[src/rtl/score_keeper_pkg.sv]
// Shared constants, state encoding and the per-tick penalty rule for score_keeper.
// Grace constants exist only when LATE_GRACE_EN is defined.
package score_keeper_pkg;

  localparam int                NOTE_W    = 5;
  localparam int                SCORE_W   = 14;
  localparam int                PEN_W     = 4;
  localparam logic [NOTE_W-1:0] REST      = 5'd0;
  localparam logic [PEN_W-1:0]  PEN_MISS  = 4'd2;
  localparam logic [PEN_W-1:0]  PEN_EXTRA = 4'd1;
  localparam logic [SCORE_W-1:0] SCORE_MAX = 14'h3FFF;

`ifdef LATE_GRACE_EN
  localparam int GRACE_TICKS = 8;
  localparam int GRACE_W     = $clog2(GRACE_TICKS + 1);
`endif

  typedef enum logic [1:0] {
    S_IDLE = 2'd0,
    S_RUN  = 2'd1,
    S_DONE = 2'd2
  } state_t;

  // A wrong or missing key on a sounding note costs PEN_MISS unless the grace window hides it;
  // any key during a rest costs PEN_EXTRA.
  function automatic logic [PEN_W-1:0] calc_penalty(
    input logic [NOTE_W-1:0] exp_note,
    input logic [NOTE_W-1:0] key_note,
    input logic              suppress_miss
  );
    logic [PEN_W-1:0] pen;
    pen = 4'd0;
    if (exp_note != REST) begin
      if ((key_note != exp_note) && !suppress_miss) begin
        pen = PEN_MISS;
      end else begin
        pen = 4'd0;
      end
    end else if (key_note != REST) begin
      pen = PEN_EXTRA;
    end else begin
      pen = 4'd0;
    end
    return pen;
  endfunction

endpackage

[src/rtl/score_keeper_sat_add14.sv]
// Combinational 14-bit saturating adder: a + b clamps at 14'h3FFF, sat flags the clamp.
module sat_add14
  import score_keeper_pkg::*;
(
  input  logic [SCORE_W-1:0] a,
  input  logic [PEN_W-1:0]   b,
  output logic [SCORE_W-1:0] sum,
  output logic               sat
);

  logic [SCORE_W:0] w_wide;

  assign w_wide = {1'b0, a} + {{(SCORE_W + 1 - PEN_W){1'b0}}, b};
  assign sat    = w_wide[SCORE_W];
  assign sum    = w_wide[SCORE_W] ? SCORE_MAX : w_wide[SCORE_W-1:0];

endmodule

[src/rtl/score_keeper.sv]
// Learn-mode penalty score accumulator: IDLE/RUN/DONE control, saturating 14-bit score.
// Optional LATE_GRACE_EN macro adds a grace window after each expected-note change.
module score_keeper
  import score_keeper_pkg::*;
(
  input  logic              clk,
  input  logic              rst,
  input  logic              start,
  input  logic              stop,
  input  logic              tick,
  input  logic [NOTE_W-1:0] expect_note,
  input  logic [NOTE_W-1:0] key_note,
  output logic [SCORE_W-1:0] score,
  output logic              busy,
  output logic              valid
);

  state_t              r_state;
  state_t              w_next_state;
  logic [SCORE_W-1:0]  r_score;
  logic                r_busy;
  logic                r_valid;
  logic                w_suppress_miss;
  logic [PEN_W-1:0]    w_pen;
  logic [SCORE_W-1:0]  w_sum;
  logic                w_sat;
  logic                w_score_tick;

  // state register
  always_ff @(posedge clk) begin
    if (rst) begin
      r_state <= S_IDLE;
    end else begin
      r_state <= w_next_state;
    end
  end

  // next-state decode; start always wins over stop
  always_comb begin
    w_next_state = r_state;
    case (r_state)
      S_IDLE: begin
        if (start) w_next_state = S_RUN;
        else       w_next_state = S_IDLE;
      end
      S_RUN: begin
        if (start)     w_next_state = S_RUN;
        else if (stop) w_next_state = S_DONE;
        else           w_next_state = S_RUN;
      end
      S_DONE: begin
        if (start) w_next_state = S_RUN;
        else       w_next_state = S_DONE;
      end
      default: w_next_state = S_IDLE;
    endcase
  end

`ifdef LATE_GRACE_EN
  logic [GRACE_W-1:0] r_grace;
  logic [GRACE_W-1:0] w_grace_eff;
  logic [NOTE_W-1:0]  r_prev_expect;

  // a note change counts in its own cycle, so the reload value applies to that tick
  always_comb begin
    w_grace_eff = r_grace;
    if ((r_state == S_RUN) && (expect_note != r_prev_expect)) begin
      w_grace_eff = GRACE_W'(GRACE_TICKS);
    end else begin
      w_grace_eff = r_grace;
    end
  end

  assign w_suppress_miss = (w_grace_eff != '0);

  // grace counter and previous-note tracker
  always_ff @(posedge clk) begin
    if (rst) begin
      r_grace       <= '0;
      r_prev_expect <= REST;
    end else begin
      r_prev_expect <= expect_note;
      if (start) begin
        r_grace <= '0;
      end else if (r_state == S_RUN) begin
        if (tick && (w_grace_eff != '0)) begin
          r_grace <= w_grace_eff - GRACE_W'(1);
        end else begin
          r_grace <= w_grace_eff;
        end
      end else begin
        r_grace <= r_grace;
      end
    end
  end
`else
  assign w_suppress_miss = 1'b0;
`endif

  assign w_pen        = calc_penalty(expect_note, key_note, w_suppress_miss);
  assign w_score_tick = (r_state == S_RUN) && tick;

  sat_add14 u_sat_add14 (
    .a   (r_score),
    .b   (w_pen),
    .sum (w_sum),
    .sat (w_sat)
  );

  // score register: start clears, scored ticks accumulate, otherwise frozen
  always_ff @(posedge clk) begin
    if (rst) begin
      r_score <= '0;
    end else if (start) begin
      r_score <= '0;
    end else if (w_score_tick) begin
      r_score <= w_sat ? SCORE_MAX : w_sum;
    end else begin
      r_score <= r_score;
    end
  end

  // status flags track the state being entered so they line up with r_state
  always_ff @(posedge clk) begin
    if (rst) begin
      r_busy  <= 1'b0;
      r_valid <= 1'b0;
    end else begin
      r_busy  <= (w_next_state == S_RUN);
      r_valid <= (w_next_state == S_DONE);
    end
  end

  assign score = r_score;
  assign busy  = r_busy;
  assign valid = r_valid;

endmodule
[config.mk]
export PLATFORM = sky130hd
export DESIGN_NAME = score_keeper
export DESIGN_NICKNAME = d
export VERILOG_FILES = /design/src/rtl/score_keeper_pkg.sv /design/src/rtl/score_keeper_sat_add14.sv /design/src/rtl/score_keeper.sv
export SDC_FILE = /design/constraint.sdc
export NUM_CORES = 1
export LEC_CHECK = 0
export CAP_MARGIN = 0
export CORE_MARGIN = 4
export CORE_UTILIZATION = 30
export CTS_BUF_LIST = sky130_fd_sc_hd__clkbuf_4
export CTS_CLUSTER_SIZE = 40
export DETAILED_ROUTE_END_ITERATION = 6
export RECOVER_POWER = 50
export SLEW_MARGIN = 15
export SYNTH_ARGS = -nofsm -noshare
export SYNTH_HDL_FRONTEND = slang
export SYNTH_SLANG_ARGS = --single-unit
[constraint.sdc]
create_clock -name clk -period 3.4 [get_ports clk]
set_input_delay 0.68 -clock clk [delete_from_list [all_inputs] [get_ports clk]]
set_output_delay 0.68 -clock clk [all_outputs]
set_load 0.01 [all_outputs]
==> impl_metrics.env, run 1 <==
export IMPL_nFillCells=331
export IMPL_synthCells=103
export IMPL_criticalPathCategory="input port to flip-flop"
export IMPL_synth_top_cell_by_area="dfxtp_1"
export IMPL_synth_xor_area_share=0.122
export IMPL_synth_top_area_frac=0.360
export IMPL_seq_area_um2=360
export IMPL_fin_worst_skew_ns=0.00779
export IMPL_ys_seq_elements=18
export IMPL_whs_ns=0.542
export IMPL_worst_slew_pin_slew_ns=0.979
export IMPL_grt_usage=0.114
export IMPL_cp_start_kind="input port"
export IMPL_die_area_um2=4330
export IMPL_dr_wl_met3_um=184
export IMPL_io_buffers=30
export IMPL_arrival_ns=3.13
export IMPL_grt_max_degree=17
export IMPL_core_um2=3130
export IMPL_synth_mux_area_frac=0.00999
export IMPL_multi_input_area_um2=603
export IMPL_rsz0062_at_grt="false"
export IMPL_diodes=0
export IMPL_drt_iter0_markers=17
export IMPL_fin_crit_sh=0.880
export IMPL_async_flop_share=0
export IMPL_synth_seq_area_share=0.360
export IMPL_globalplace_congestion=0.778
export IMPL_setup_viol=0
export IMPL_p_per_area_nw_per_um2=268
export IMPL_via_per_inst=4.90
export IMPL_cts_hold_buf=0
export IMPL_clkSinkCount=18
export IMPL_numCtsBuffers=3
export IMPL_wirelength_um=2200
export IMPL_syn_to_final_growth_pct=37.2
export IMPL_yosysUniqueCellTypes=36
export IMPL_p_sw_frac=0.238
export IMPL_finalSetupTns_ns=0
export IMPL_std_cell_rows=20
export IMPL_hold_class="flip-flop to flip-flop"
export IMPL_synth_adder_area_share=0.0449
export IMPL_synth_edf_count=0
export IMPL_yosys_warnings=0
export IMPL_cts_path_max_buffers=2
export IMPL_hold_violations=0
export IMPL_synth_top_family_by_area="simple AND/OR/NAND/NOR gates"
export IMPL_leakage_nw=0.510
export IMPL_vdd_drop_max_mv=0.184
export IMPL_via_count=877
export IMPL_dpl_hpwl_um=1670
export IMPL_cap_violations=0
export IMPL_cts_setup_buffers=0
export IMPL_status="finished, final reports clean"
export IMPL_p_seq_frac=0.586
export IMPL_postRouteAntennaNets=0
export IMPL_drive_above_1_share=0.119
export IMPL_yosys_area_share_simple=0.272
export IMPL_antenna_found_initial=0
export IMPL_period_minus_slack_ns=2.99
export IMPL_die_y_um=65.8
export IMPL_cts_tree="done"
export IMPL_start_util=0.320
export IMPL_crit_required_ns=3.54
export IMPL_grt_pass1_wl_um=3990
export IMPL_worstPathMaxFanout=5
export IMPL_grt_pass1_vias=890
export IMPL_clk_pin_slew_ns=0.10
export IMPL_top_layer="met4"
export IMPL_maxSlewViolCount=0
export IMPL_synth_area_um2=1000
export IMPL_dieWidth_um=65.8
export IMPL_ys_flop_type="dfxtp_1"
export IMPL_post_drt_wl_per_cell_um=12.3
export IMPL_syn_num_nets=121
export IMPL_layout_nets=154
export IMPL_drc=0
export IMPL_synth_compound_area_share=0.152
export IMPL_postSynthAreaPerCell_um2=9.73
export IMPL_fmax_mhz=334
export IMPL_synth_area_leaders="dfxtp_1 36%, xnor2_1 9.6%, a21oi_1 8.0%"
export IMPL_pwr_share_clk=0.293
export IMPL_slew_headroom=0.347
export IMPL_insertion_delay_ns=0.29
export IMPL_cts_resized=0
export IMPL_end_kind="flip-flop"
export IMPL_met2RoutedLength_um=1020
export IMPL_wirelength_met1_um=987
export IMPL_grt_overflow_total=0
export IMPL_p_int_w=0.000281
export IMPL_ctsRootBufferMaster="clkbuf_4"
export IMPL_combPwrFrac=0.121
export IMPL_dr_pass1_iters=2
export IMPL_pin_count=31
export IMPL_switching_power_w=0.0000878
export IMPL_htreeDepth=1
==> cells in the mapped netlist, types with 2 or more instances <==
master	count
nor2_1	5
clkbuf_1	2
nor4b_2	2
dfxtp_1	18
a21oi_2	2
and4_1	2
nand3_1	2
a211oi_1	3
inv_1	4
xnor2_1	11
and3_1	2
nor4_2	2
xor2_1	3
ha_1	2
a21oi_1	16
nand2_1	4
nor3_1	4
==> final timing paths <==
kind	endpoint	slack, ns	cells after the start	from
max	score[5]	0.41	10	key_note[3]
min	r_state[0]	0.54	1	r_state[1]
max reg2reg	score[2]	1.42	7	score[0]
min reg2reg	r_state[0]	0.54	1	r_state[1]
==> logic make-up after synthesis <==
logic type,count (synthesis)
muxes,1
DFF,18
buffers and inverters,8
AOI/OAI and AO/OA,25
and+or+nand+nor,34
adders and majority gates,3
xor gates and xnor gates,14
==> per-stage QoR <==
step	util	worst slack [ns]	cells	power [W]	area (um^2)
after global placement	0.431	0.190	175	0.000266	1350
final	0.440	0.408	179	0.000368	1380
after detailed placement	0.431	0.101	175	0.000267	1350
after floorplan	-	0.726	103	0.000241	1000
after global routing	0.440	0.160	179	0.000389	1380
after CTS	0.440	0.396	179	0.000375	1380
==> sequential cells by signal, indices dropped and copies added (netlist names) <==
register	flops
score	14
r_state	2
valid	1
busy	1
==> critical path, stage by stage <==
cell,delay (ns)
clkdlybuf4s50_1,0.50
xnor2_1,0.13
nand2_1,0.07
o41ai_1,0.41
inv_1,0.08
ha_1,0.27
a21oi_1,0.56
nor4b_2,0.13
xnor2_1,0.22
a21oi_2,0.08
==> layout by cell type, fill, tap and decap left out, drive strengths merged, types with 2 or more instances in the layout <==
master	Yosys	routed
buf	2	2
nand3	2	2
xnor2	11	11
and4	2	2
a211oi	3	3
nand3b	2	2
xor2	3	3
dfxtp	18	18
dlygate4sd3	0	15
nor4b	3	3
nor4	2	2
clkbuf	2	3
nor2	5	5
nand4	2	2
nand2	4	4
and3	2	2
a21oi	18	18
clkdlybuf4s50	0	15
ha	2	2
inv	4	4
nor3	5	5
==> final cells by class <==
type | count | share of cell area
Sequential cell | 18 | 0.262
Tap cell | 44 | 0.0400
Inverter | 4 | 0.0109
Clock inverter | 1 | 0.00273
Timing Repair Buffer | 32 | 0.229
Multi-Input combinational cell | 77 | 0.439
Clock buffer | 3 | 0.0164
==> power groups by stage <==
stage               clock, W  combinational, W  sequential (W)
floorplan                  0         0.0000204        0.000221
global placement           0         0.0000453        0.000221
detailed placement         0         0.0000461        0.000221
CTS                 0.000113         0.0000465        0.000216
global route        0.000123         0.0000491        0.000216
finish              0.000108         0.0000447        0.000216
==> routing by layer <==
metal | global-route usage | up-vias
li1 | - | 441
met1 | 0.145 | 409
met2 | 0.184 | 25
met3 | 0.0391 | 2
met4 | 0.0311 | 0
met5 | 0 | -
Note: power is estimated with default switching activity, not from simulation.
==> run 2: changes to the inputs <==
CORE_UTILIZATION = 47   (was 30)
PLACE_DENSITY = 0.8   (was unset)
SKIP_CTS_REPAIR_TIMING = 1   (was unset)
==> impl_metrics.env, run 2 (synthesis results as in run 1) <==
export IMPL_status="finished, final reports clean"
export IMPL_drc=0
export IMPL_syn_to_final_growth_pct=35.1
export IMPL_layout_nets=154
export IMPL_fmax_mhz=329
export IMPL_p_total_w=0.000368
export IMPL_path_delay_family="compound AO/OA/AOI/OAI gates"
export IMPL_vdd_drop_max_mv=0.170
export IMPL_std_cell_rows=16
export IMPL_mostFrequentLayoutCells="18 x dfxtp_1, 16 x a21oi_1, 15 x clkdlybuf4s50_1, 15 x dlygate4sd3_1, 11 x xnor2_1"
export IMPL_cts_path_max_buffers=2
export IMPL_final_common_cell="dfxtp_1"
export IMPL_end_kind="flip-flop"
export IMPL_numCtsBuffers=3
export IMPL_grt_pass1_vias=790
export IMPL_ctsRootBufferMaster="clkbuf_4"
export IMPL_die_area_um2=2930
export IMPL_leakage_nw=0.510
export IMPL_diodes=0
export IMPL_hold_violations=0
export IMPL_worst_slew_pin_slew_ns=0.955
export IMPL_cp_cell_sequence="clkdlybuf4s50_1 -> xnor2_1 -> nand2_1 -> o41ai_1 -> inv_1 -> ha_1 -> a21oi_1 -> nor4b_2 -> xnor2_1 -> a21oi_2"
export IMPL_via_count=857
export IMPL_cpMostUsedCell="xnor2_1"
export IMPL_whs_ns=0.535
export IMPL_insertion_delay_ns=0.28
export IMPL_post_drt_wl_per_cell_um=12.5
export IMPL_htreeDepth=1
export IMPL_core_um2=2000
export IMPL_dieWidth_um=54.2
export IMPL_clk_pin_slew_ns=0.10
export IMPL_dp_cells=158
export IMPL_slew_headroom=0.364
export IMPL_fin_worst_skew_ns=0.00125
export IMPL_via_per_inst=5.29
export IMPL_start_util=0.501
export IMPL_die_y_um=54.2
export IMPL_pin_count=31
export IMPL_criticalPathCategory="input port to flip-flop"
export IMPL_slowest_stage="a21oi_1"
export IMPL_clkSinkCount=18
export IMPL_cts_tree="done"
export IMPL_finalSetupTns_ns=0
export IMPL_grt_overflow_total=0
export IMPL_hold_class="flip-flop to flip-flop"
export IMPL_grt_usage=0.154
export IMPL_antenna_found_initial=0
export IMPL_postRouteAntennaNets=0
export IMPL_cp_start_kind="input port"
export IMPL_final_cells=162
export IMPL_maxSlewViolCount=0
export IMPL_rsz0062_at_grt="false"
export IMPL_grt_pass1_wl_um=3350
export IMPL_period_minus_slack_ns=3.04
export IMPL_dpl_hpwl_um=1570
export IMPL_drive_above_1_share=0.119
export IMPL_stdcell_area_um2=1350
export IMPL_globalplace_congestion=0.785
export IMPL_dpl_cell_area_um2=1330
export IMPL_slowest_delay_ns=0.54
export IMPL_cp_num_buf_inv=2
export IMPL_io_buffers=30
export IMPL_worstPathMaxFanout=5
export IMPL_grt_max_degree=17
export IMPL_nFillCells=153
export IMPL_cap_violations=0
export IMPL_largest_reg_flops=14
export IMPL_drt_iter0_markers=3
export IMPL_setup_viol=0
export IMPL_crit_required_ns=3.54
export IMPL_dr_pass1_iters=4
export IMPL_wirelength_um=2030
export IMPL_fin_crit_sh=0.894
export IMPL_p_per_area_nw_per_um2=272
export IMPL_arrival_ns=3.18
run 2: cell type report:
type | instances | area (um^2) | area share
clock inverter | 1 | 3.75 | 0.00277
sequential | 18 | 360 | 0.266
timing repair buffer | 32 | 315 | 0.233
inverter | 4 | 15.0 | 0.0111
clock buffer | 3 | 22.5 | 0.0166
tap | 27 | 33.8 | 0.0250
multi-input combinational | 77 | 603 | 0.445
run 2: worst reg2reg max path, cell delays in order, from the launching register on:
cell	delay (ns)
dfxtp_1	0.37
ha_1	0.18
inv_1	0.06
fa_1	0.48
nor3_4	0.34
nand4_1	0.13
buf_4	0.20
a21oi_1	0.14
run 2: worst paths after layout:
path | from | endpoint | slack, ns | depth (start not counted)
setup / recovery | expect_note[3] | score[5] | 0.36 | 10
hold / removal | r_state[1] | r_state[0] | 0.54 | 1
setup reg to reg | score[0] | score[4] | 1.44 | 7
hold reg to reg | r_state[1] | r_state[0] | 0.54 | 1
run 2: stage by stage:
stage,utilization,worst slack [ns]
floorplan,-,0.726
global placement,0.663,0.198
detailed placement,0.663,0.0990
CTS,0.676,0.377
global route,0.676,0.0980
finish,0.676,0.362
run 2: where the power goes:
group | internal, W | total [W] | switching, W
clock | 0.0000425 | 0.000107 | 0.0000646
sequential | 0.000213 | 0.000216 | 0.00000242
combinational | 0.0000247 | 0.0000450 | 0.0000203
total | 0.000281 | 0.000368 | 0.0000873
run 2: per-layer routing:
layer  track usage  routed length [um]  up-vias
li1              -                   -      442
met3        0.0249                  87        0
met1         0.207                1010      398
met2         0.255                 934       17
met5             0                   0        -
met4        0.0373                   0        0
